## src/rtl/lsu_pkg.sv

```systemverilog
// Shared definitions for the load/store unit: the data width, the funct3
// width/sign encodings, the FSM state type and the request fault check.
package lsu_pkg;

  localparam int XLEN = 32;

  localparam logic [2:0] F3_B  = 3'b000;
  localparam logic [2:0] F3_H  = 3'b001;
  localparam logic [2:0] F3_W  = 3'b010;
  localparam logic [2:0] F3_BU = 3'b100;
  localparam logic [2:0] F3_HU = 3'b101;

  typedef enum logic [1:0] {
    S_IDLE   = 2'd0,
    S_ACCESS = 2'd1,
    S_WRITE  = 2'd2,
    S_RESP   = 2'd3
  } lsu_state_t;

  // A request faults on an unsupported width or an address that is not
  // naturally aligned for that width.
  function automatic logic is_fault(input logic we, input logic [2:0] funct3,
                                    input logic [1:0] off);
    logic bad_f3;
    logic misaligned;
    if (we) bad_f3 = (funct3 >= 3'b011);
    else    bad_f3 = (funct3 == 3'b011) || (funct3 == 3'b110) || (funct3 == 3'b111);
    misaligned = ((funct3[1:0] == 2'b01) && off[0]) ||
                 ((funct3[1:0] == 2'b10) && (off != 2'b00));
    return bad_f3 || misaligned;
  endfunction

endpackage

```

## src/rtl/lsu_lane.sv

```systemverilog
// Byte/halfword lane handling: extract-and-extend for loads, and the
// merge of narrow store data into the word read back from memory.
module lsu_lane
  import lsu_pkg::*;
(
  input  logic [XLEN-1:0] word,
  input  logic [XLEN-1:0] wdata,
  input  logic [1:0]      off,
  input  logic [2:0]      funct3,
  output logic [XLEN-1:0] ext,
  output logic [XLEN-1:0] merged
);

  logic [7:0]  lane_b;
  logic [15:0] lane_h;

  always_comb begin
    lane_b = word[{off, 3'b000} +: 8];
    lane_h = off[1] ? word[31:16] : word[15:0];
    ext    = '0;
    case (funct3)
      F3_B:    ext = {{24{lane_b[7]}}, lane_b};
      F3_H:    ext = {{16{lane_h[15]}}, lane_h};
      F3_W:    ext = word;
      F3_BU:   ext = {24'd0, lane_b};
      F3_HU:   ext = {16'd0, lane_h};
      default: ext = '0;
    endcase
  end

  always_comb begin
    merged = word;
    if (funct3 == F3_B) begin
      merged[{off, 3'b000} +: 8] = wdata[7:0];
    end else if (funct3 == F3_H) begin
      if (off[1]) merged[31:16] = wdata[15:0];
      else        merged[15:0]  = wdata[15:0];
    end
  end

endmodule

```

## src/rtl/lsu.sv

```systemverilog
// Load/store unit: single-outstanding request FSM driving a word-wide,
// combinational-read data memory without byte enables.
module lsu
  import lsu_pkg::*;
(
  input  logic            clk,
  input  logic            rst_n,
  input  logic            req_valid,
  output logic            req_ready,
  input  logic            req_we,
  input  logic [2:0]      req_funct3,
  input  logic [XLEN-1:0] req_addr,
  input  logic [XLEN-1:0] req_wdata,
  output logic            resp_valid,
  output logic [XLEN-1:0] resp_rdata,
  output logic            resp_fault,
  output logic [XLEN-1:0] mem_addr,
  output logic [XLEN-1:0] mem_wdata,
  output logic            mem_we,
  input  logic [XLEN-1:0] mem_rdata
);

  lsu_state_t      state, state_next;
  logic            we_q;
  logic [2:0]      f3_q;
  logic [1:0]      off_q;
  logic [XLEN-1:0] addr_q;
  logic [XLEN-1:0] wdata_q;
  logic [XLEN-1:0] rdata_q;
  logic            fault_q;
  logic [XLEN-1:0] lane_ext;
  logic [XLEN-1:0] lane_merged;
  logic            accept;
  logic            req_fault;

  assign accept    = (state == S_IDLE) && req_valid;
  assign req_fault = is_fault(req_we, req_funct3, req_addr[1:0]);

  lsu_lane u_lane (
    .word   (mem_rdata),
    .wdata  (wdata_q),
    .off    (off_q),
    .funct3 (f3_q),
    .ext    (lane_ext),
    .merged (lane_merged)
  );

  always_comb begin
    state_next = state;
    case (state)
      S_IDLE:   if (req_valid) state_next = req_fault ? S_RESP : S_ACCESS;
      S_ACCESS: state_next = (!we_q || f3_q == F3_W) ? S_RESP : S_WRITE;
      S_WRITE:  state_next = S_RESP;
      S_RESP:   state_next = S_IDLE;
      default:  state_next = S_IDLE;
    endcase
  end

  // Faulted requests go straight to RESP, so they can never reach a write state.
  assign mem_we     = ((state == S_ACCESS) && we_q && (f3_q == F3_W)) ||
                      (state == S_WRITE);
  assign req_ready  = (state == S_IDLE);
  assign resp_valid = (state == S_RESP);
  assign resp_rdata = rdata_q;
  assign resp_fault = fault_q;
  assign mem_addr   = addr_q;
  assign mem_wdata  = wdata_q;

  always_ff @(posedge clk or negedge rst_n) begin
    if (!rst_n) begin
      state   <= S_IDLE;
      we_q    <= 1'b0;
      f3_q    <= 3'b000;
      off_q   <= 2'b00;
      addr_q  <= '0;
      wdata_q <= '0;
      rdata_q <= '0;
      fault_q <= 1'b0;
    end else begin
      state <= state_next;
      if (accept) begin
        we_q    <= req_we;
        f3_q    <= req_funct3;
        off_q   <= req_addr[1:0];
        addr_q  <= {req_addr[XLEN-1:2], 2'b00};
        wdata_q <= req_wdata;
        rdata_q <= '0;
        fault_q <= req_fault;
      end else if (state == S_ACCESS) begin
        if (!we_q)              rdata_q <= lane_ext;
        else if (f3_q != F3_W)  wdata_q <= lane_merged;
      end
    end
  end

endmodule

```

## config.mk

```make
export PLATFORM = sky130hd
export DESIGN_NAME = lsu
export DESIGN_NICKNAME = d
export VERILOG_FILES = /design/src/rtl/lsu_pkg.sv /design/src/rtl/lsu_lane.sv /design/src/rtl/lsu.sv
export SDC_FILE = /design/constraint.sdc
export NUM_CORES = 1
export LEC_CHECK = 0
export CORE_ASPECT_RATIO = 0.6
export CORE_MARGIN = 2
export CORE_UTILIZATION = 48
export DETAILED_ROUTE_END_ITERATION = 8
export PLACE_DENSITY = 0.88
export SKIP_CTS_REPAIR_TIMING = 1
export SYNTH_ARGS = -nofsm -noshare
export SYNTH_HDL_FRONTEND = slang
export SYNTH_SLANG_ARGS = --single-unit
export TNS_END_PERCENT = 1
```

## constraint.sdc

```tcl
create_clock -name clk -period 4.43 [get_ports clk]
set_input_delay 0.886 -clock clk [delete_from_list [all_inputs] [get_ports clk]]
set_output_delay 0.886 -clock clk [all_outputs]
set_load 0.03 [all_outputs]
```

# Word-level counts from Yosys, hierarchy flattened

Index checks and enable logic that the tools add are counted.

Flip-flop bits (word level): 103
Input bits: 103
Output and inout bits: 100

$add $sub $neg: 1
$lt $le $gt $ge: 1
Eq/ne operators: 16
Shift-type cells: 3
Muxes and demuxes: 19
Reduce and logical (&&, ||, !) cells: 21

Operator list:

| cell                   | number |
|---|---|
| $mux 32                | 9 |
| $pmux 32 s5            | 1 |
| $mux 16                | 3 |
| $bwmux 32              | 1 |
| $shift 8x7->32 const A | 1 |
| $shiftx 32x6->8        | 1 |
| $shiftx 8x7->32        | 1 |
| $eq 3x3->1 const B     | 4 |
| $pmux 2 s4             | 1 |
| $reduce_bool 2->1      | 4 |
| $neg 5->7              | 1 |
| $eq 2x2->1 const B     | 3 |
| $eq 3x2->1 const B     | 2 |
| $logic_or 1x1->1       | 6 |
| $logic_and 1x1->1      | 5 |
| $eq 2x1->1 const B     | 2 |
| $mux 2                 | 2 |
| $ne 4x3->1 const B     | 1 |
| $reduce_and 4->1       | 1 |
| $eq 3x1->1 const B     | 1 |
| $ge 3x2->1 const B     | 1 |
| $logic_not 3->1        | 1 |
| $ne 3x2->1 const B     | 1 |
| $reduce_and 3->1       | 1 |
| 6 further kinds        | 7 |

# Longest topological paths before layout

Gate-level depths: netlist of run 1.

Depth in word-level cells: 8
Mapped depth: 10

# Cells and area by module

A second synthesis of run 1 with hierarchy kept.

Cell total of the unflattened synthesis: 672
Area total of the unflattened synthesis: 5840.6 um^2

By module, submodules not included:

| module   | instances | cells an instance | area an instance (um^2) | sequential area each (um^2) |
|---|---|---|---|---|
| lsu      | 1         | 438               | 4316.6                  | 2577.5 |
| lsu_lane | 1         | 234               | 1524.0                  | 0.0 |

# Worst setup path before layout of run 1

No wires, ideal clock.

Path type: reg-to-reg
From: reg off_q[1]
To: reg wdata_q[30] (netlist: mem_wdata[30])
Setup time: 0.077 ns
Data arrival time: 2.324 ns
Required time: 4.353 ns
Path slack: 2.028 ns
Cell stages (with the launch flop): 11
Path through: dfrtp_1 -> buf_4 -> clkbuf_1 -> clkbuf_1 -> inv_1 -> ha_1 -> nor4bb_1 -> buf_1 -> a32o_1 -> o211ai_1 -> a21oi_1

Longest elaborated chain between the ends: 8
Elaborated cells on any way between the ends: 11
Classes of those cells: add/sub (1); shift (2); mux (8)

Ends and longest elaborated chain:

| item                                              | RTL line       | text |
|---|---|---|
| from (decl)                                       | lsu.sv:26      | `logic [1:0] off_q;` |
| from (signal assigned)                            | lsu.sv:84      | `off_q <= req_addr[1:0];` |
| $neg 5->7                                         | lsu_lane.sv:34 | `merged[{off, 3'b000} +: 8] = wdata[7:0];` |
| $shiftx 8x7->32 or $shift 8x7->32 (tied branches) | lsu_lane.sv:34 |  |
| $bwmux 32                                         | lsu_lane.sv:34 |  |
| $mux 32 *                                         | lsu_lane.sv:33 | `if (funct3 == F3_B) begin` |
| $mux 32 *                                         | lsu.sv:91      | `else if (f3_q != F3_W) wdata_q <= lane_merged;` |
| $mux 32 *                                         | lsu.sv:90      | `if (!we_q) rdata_q <= lane_ext;` |
| $mux 32 *                                         | lsu.sv:89      | `end else if (state == S_ACCESS) begin` |
| $mux 32 *                                         | lsu.sv:81      | `if (accept) begin` |
| to (signal assigned)                              | lsu.sv:86      | `wdata_q <= req_wdata;` |
| to (signal assigned)                              | lsu.sv:91      |  |
| to (decl)                                         | lsu.sv:28      | `logic [XLEN-1:0] wdata_q;` |

Mark *: on every way between the ends. The rest lies on a longest branch, timed or not. The select of a mux whose other input is x is not followed.
A chain may end at the register's enable or synchronous reset.

# Worst setup path in the final report of run 1

From: reg f3_q[2]
To: out mem_we

Longest elaborated chain between the ends: 3

Ends and longest elaborated chain:

| item                   | RTL line  | text |
|---|---|---|
| from (decl)            | lsu.sv:25 | `logic [2:0] f3_q;` |
| from (signal assigned) | lsu.sv:83 | `f3_q <= req_funct3;` |
| $eq 3x2->1             | lsu.sv:60 | `assign mem_we = ((state == S_ACCESS) && we_q && (f3_q == F3_W)) \|\|` |
| $logic_and 1x1->1      | lsu.sv:60 |  |
| $logic_or 1x1->1       | lsu.sv:60 |  |
| to (decl)              | lsu.sv:19 | `output logic mem_we,` |

No other way between the ends.

==> results of run 1 <==
## registers in the layout, summed over array words and instances (netlist names)
register    flops
mem_wdata      32
resp_rdata     32
mem_addr       30
f3_q            3
off_q           2
state           2
resp_fault      1
we_q            1
## layer usage
metal  routed length [um]  share of wire [%]  vias up
li1                     -                  -     2438
met1                 8270                 43     2696
met2                 8510                 44      355
met3                 2330                 12       29
met4                  260                1.3        0
met5                    0                  0        -
## critical path, cell delays in order, from the launching register on
cell             delay (ps)
dfrtp_1                 620
or3b_1                  650
o21bai_1                200
clkdlybuf4s50_1         690
## power by group through the flow
stage | Combinational [mW] | Sequential [mW] | Clock (mW)
global route | 3.70 | 1.83 | 0.869
floorplan | 1.44 | 2.38 | 0
CTS | 3.44 | 1.77 | 0.828
detailed placement | 3.43 | 1.78 | 0
finish | 3.47 | 1.79 | 0.821
global placement | 3.35 | 1.76 | 0
## cells in the final DEF, fill, tap and decap left out, types with 3 or more instances in the layout
master	count
nand2b_1	10
buf_4	8
nor2_2	3
a221o_1	25
a22oi_1	7
and3_1	9
o211ai_1	8
o22ai_1	8
nor4b_1	8
o21ai_0	35
a22o_1	8
dfrtp_1	103
ha_1	10
clkdlybuf4s50_1	199
nand3_1	9
inv_1	4
clkbuf_16	9
a221oi_1	9
mux2_2	10
nor2_1	31
a21oi_1	44
nand2_1	161
a32o_1	8
## cell type report
cell class	count	share of cell area, %
clock inverters	4	0.713
inverters	4	0.194
diodes	1	0.0324
clock buffers	11	3.27
well taps	139	2.25
flip-flops and latches	103	33.4
repair buffers	207	26.6
multi-input cells	436	33.6
## worst max path at each step
| stage | from | to | slack [ps] | depth (start not counted) |
|---|---|---|---|---|
| after detailed placement | req_valid | resp_rdata[21]$_DFFE_PN0P_ | 1420 | 5 |
| after floorplan | off_q[1]$_DFFE_PN0P_ | mem_wdata[30]$_DFFE_PN0P_ | 2030 | 10 |
| after global routing | f3_q[0]$_DFFE_PN0P_ | mem_we | 940 | 3 |
| final | f3_q[2]$_DFFE_PN0P_ | mem_we | 1040 | 3 |
| after CTS | f3_q[0]$_DFFE_PN0P_ | mem_we | 1060 | 3 |
| after global placement | f3_q[0]$_DFFE_PN0P_ | mem_we | 1460 | 3 |
## per-stage QoR
| step | setup WS (ps) | power [mW] |
|---|---|---|
| after floorplan | 2030 | 3.83 |
| after global placement | 1460 | 5.10 |
| after detailed placement | 1420 | 5.20 |
| after CTS | 1060 | 6.04 |
| after global routing | 941 | 6.39 |
| final | 1040 | 6.08 |
## cells by family (layout without fill, tap and decap cells)
| group | count (synthesis) | count (layout) | share of synthesized area (%) |
|---|---|---|---|
| buffers and inverters | 48 | 226 | 4.13 |
| AOI/OAI and AO/OA | 158 | 158 | 21.0 |
| other | 1 | 3 | 0.0696 |
| and+or+nand+nor | 253 | 253 | 21.8 |
| muxes | 13 | 13 | 2.88 |
| DFF | 103 | 103 | 47.9 |
| adders and majority gates | 10 | 10 | 2.32 |
==> results.md, run 1 <==
- Worst vdd ir: 0.460 mV
- Vias/cell: 6.10
- WP data required: 3540 ps
- Hold Path End: mem_addr[4]$_DFFE_PN0P_
- CTS tree: built
- Number of max-cap violations: 0
- Endpoints failing setup: 0
- Mean Syn Cell Area: 9.19 sq um
- Die footprint: 12100 sq um
- Reg clk slew, reported paths: 70 ps
- Skew final: 5.81 ps
- Util after Layout: 71.9%
- Fin area: 7720 sq um
- Multi-input logic area: 2600 sq um
- Worst Setup Path Type: reg -> out
- Switching share of power: 47.0%
- Hold slack: 481 ps
- Slew Viols, Final: 0
- Count leader, synth: nand2_1
- Worst-Skew Late Latency: 350 ps
- Slew margin rel.: 24.9%
- Hpwl dp: 14300 um
- Asr flop ratio synth: 100%
- DR pass1 iterations: 8
- Core Area: 10700 sq um
- First-pass GRT wire length: 29900 um
- DR vias: 5518
- Vias in the first global route: 5476
- Worst Hold Class: reg -> reg
- Synth Register Bits: 103
- Num CTS Buffers: 9
- Initial Util: 50.2%
- Critical-path maximum fanout: 18
- Post-synth top area share: 47.9%
- Worst R2R Path Depth: 4
- Syn. warnings: 0
- Combinational share of power: 57.0%
- CTS Buffer Depth: 2
- Sw Pwr: 2.85 mW
- End of the worst register-to-register path: mem_wdata[9]$_DFFE_PN0P_
- Max H-tree Level: 3
- Die Span X: 141 um
- WHS Path Cells: 2
- Pin count of the biggest net entering global routing: 89
- Mapped Area: 5390 sq um
- Fmax: 0.295 GHz
- Final period utilization: 76.6%
- Synthesis-to-finish area growth: 43.4%
- Row count: 29
- Total DRC errors in the routed layout: 2
- Worst slew pin tran: 1130 ps
- Worst setup SP type: flop
- Setup TNS Final: 0 ps
- Reg-to-reg startpoint: f3_q[0]$_DFFE_PN0P_
- Die height: 86.1 um
- Post-DP Area: 7410 sq um
- Number of antenna violations at the first check in global routing: 0
- Placed Cells: 889
- Clk Tree Root Cell: clkbuf_16
- Fill count: 804
- PwrDens: 786 nW/um^2
- DRT iter0 DRCs: 612
- Met2 global-route usage: 47.7%
- Final ANT Viol Nets: 0
- R2R setup slack: 1590 ps
- Met3 Usage GRT: 11.9%
- Leak pwr: 3.34 nW
- Worst EP arrival: 2510 ps
- Final wirelength: 19400 um
- Yosys cell types: 51
- Register area: 2580 sq um
- Final GP Congestion: 0.926
- Synth area leaders: dfrtp_1, nand2_1, a221o_1
- Global routing usage on met1: 45.7%
- Layout Nets: 874
- Clock power share: 13.5%
- Seq/Total Area, Yosys: 47.9%
- Ys flop type: dfrtp_1
- Failing checks: design-rule violations
- Final Hold Fails: 0
- Number of enable flip-flop cells after synthesis: 0
- CTS Sinks: 103
- RSZ-0062 raised after global routing: no
- Final non-filler cell total: 905
- Internal Power: 3.22 mW
- Seq pwr share: 29.4%
- Total track usage: 32.2%
- Yosys top cell by area: dfrtp_1
- Share of layout cells above drive strength 1: 6.54%
- Io pins: 203
- Cell count after synthesis: 586
- Grt total ovfl: 0
- Worst Setup End Kind: output pin
- Fin crit period: 3390 ps
- Most used routing layer: met2
- Port bufs: 200
- WL/cell: 21.4 um
- Status: complete, but fails checks
- Synth top cells by count: nand2_1, dfrtp_1, a21oi_1, o21ai_0, nor2_1
- Hold Crit Start: mem_addr[4]$_DFFE_PN0P_
(Power assumes the default switching activity.)
==> inputs of run 2 (changes only) <==
--- a/config.mk
+++ b/config.mk
@@ -7,9 +7,9 @@
 export LEC_CHECK = 0
 export CORE_ASPECT_RATIO = 0.6
 export CORE_MARGIN = 2
-export CORE_UTILIZATION = 48
+export CORE_UTILIZATION = 40
 export DETAILED_ROUTE_END_ITERATION = 8
-export PLACE_DENSITY = 0.88
+export PLACE_DENSITY = 0.79
 export SKIP_CTS_REPAIR_TIMING = 1
 export SYNTH_ARGS = -nofsm -noshare
 export SYNTH_HDL_FRONTEND = slang
==> constraint.sdc (replaced) <==
create_clock -name clk -period 2.9 [get_ports clk]
set_input_delay 0.58 -clock clk [delete_from_list [all_inputs] [get_ports clk]]
set_output_delay 0.58 -clock clk [all_outputs]
set_load 0.03 [all_outputs]
==> results.md, run 2 (synthesis results as in run 1) <==
- Status: finished clean
- Seq pwr share: 28.7%
- Total DRC errors in the routed layout: 0
- R2R setup slack: 480 ps
- Die height: 93.9 um
- Vias in the first global route: 5240
- Combinational share of power: 57.8%
- Core Area: 13000 sq um
- Fmax: 0.410 GHz
- Port bufs: 200
- Leak pwr: 3.37 nW
- Worst R2R Path Depth: 6
- Diode count: 0
- WL/cell: 20.9 um
- Fin crit period: 2440 ps
- Row count: 32
- Vias/cell: 5.72
- Crit path max-delay family: buffers and inverters
- Endpoints failing setup: 0
- Layout Nets: 878
- DRT iter0 DRCs: 449
- DR vias: 5377
- Setup TNS Final: 0 ps
- Pin count of the biggest net entering global routing: 64
- Worst vdd ir: 0.545 mV
- Max stage delay on crit path: 690 ps
- Sw Pwr: 4.34 mW
- Commonest non-fill, non-tap cell in the layout: clkdlybuf4s50_1
- CTS Buffer Depth: 2
- Number of max-cap violations: 0
- Final worst slack: 462 ps
- Final Hold Fails: 0
- Final GP Congestion: 0.903
- CTS tree: built
- Final ANT Viol Nets: 0
- Final period utilization: 84.1%
- Initial Util: 41.4%
- Skew final: 8.29 ps
- RSZ-0062 raised after global routing: no
- DR pass1 iterations: 5
- Slew Viols, Final: 0
- Worst path bufs/invs: 2
- Die Span X: 154 um
- Worst EP arrival: 1860 ps
- Num CTS Buffers: 9
- Worst setup SP type: flop
- Hpwl dp: 14600 um
- Clock power share: 13.5%
- Slew margin rel.: 36.4%
- Synthesis-to-finish area growth: 44.8%
- Worst Setup End Kind: output pin
- Internal Power: 4.93 mW
- Worst slew pin tran: 952 ps
- First-pass GRT wire length: 30100 um
- Worst-Skew Late Latency: 350 ps
- CTS Sinks: 103
- Total Power: 9.27 mW
- Cell depth of the worst setup path: 3
- Worst path slowest cell: clkdlybuf4s50_1
- Io pins: 203
- Worst Hold Class: in -> async
- Max H-tree Level: 3
- Switching share of power: 46.8%
- Grt total ovfl: 0
- PwrDens: 1190 nW/um^2
- Worst Setup Path Type: reg -> out
- Worst path cell trace: inv_1 > ha_1 > clkdlybuf4s50_1
- Pre-CTS setup slack: 205 ps
- Final wirelength: 19600 um
- Most frequent cells in the layout: clkdlybuf4s50_1, nand2_1, dfrtp_1, a21oi_1, o21ai_0
- Critical-path maximum fanout: 4
- Die footprint: 14400 sq um
- Reg clk slew, reported paths: 70 ps
- Clk Tree Root Cell: clkbuf_16
- Share of layout cells above drive strength 1: 7.01%
- WP data required: 2320 ps
- Total track usage: 27.6%
- Number of antenna violations at the first check in global routing: 0
[run 2: final timing paths]
path,start,end
hold reg to reg,mem_addr[18]$_DFFE_PN0P_,mem_addr[18]$_DFFE_PN0P_
max in group asynchronous,rst_n,mem_wdata[30]$_DFFE_PN0P_
setup reg to reg,state[1]$_DFFE_PN0P_,mem_wdata[13]$_DFFE_PN0P_
setup / recovery,state[0]$_DFFE_PN0P_,req_ready
hold / removal,rst_n,resp_rdata[27]$_DFFE_PN0P_
min in group clk,mem_addr[18]$_DFFE_PN0P_,mem_addr[18]$_DFFE_PN0P_
[run 2: routing by layer]
metal / part of all wire [%] / vias up / routed length, um / track usage, %
li1: - / 2439 / - / -
met1: 46 / 2614 / 9060 / 40.4
met2: 41 / 297 / 7970 / 38.8
met3: 12 / 27 / 2330 / 10.6
met4: 1.5 / 0 / 285 / 4.91
met5: 0 / - / 0 / 0
[run 2: area by class of cell]
cell class,instances,area [sq um]
Inverter,4,15.0
Clock buffer,12,246
Fill cell,1106,5210
Timing Repair Buffer,211,2100
Sequential cell,103,2580
Multi-Input combinational cell,436,2600
Tap cell,170,213
Clock inverter,4,53.8
[run 2: power by group through the flow]
| stage | Combinational, mW | Clock [mW] | Sequential, mW |
|---|---|---|---|
| after global routing | 5.75 | 1.32 | 2.73 |
| after floorplan | 2.20 | 0 | 3.64 |
| after global placement | 5.23 | 0 | 2.63 |
| after detailed placement | 5.32 | 0 | 2.67 |
| final | 5.36 | 1.25 | 2.66 |
| after CTS | 5.35 | 1.27 | 2.65 |
[run 2: per-stage QoR]
step                      cell area (sq um)  cells  hold slack [ps]  util, %
after CTS                              7800    940              249     59.9
after global placement                 7500    924              458     57.6
final                                  7800    940              227     60.0
after detailed placement               7500    924              462     57.6
after global routing                   7800    940              275     60.0
after floorplan                        5390    587              284        -
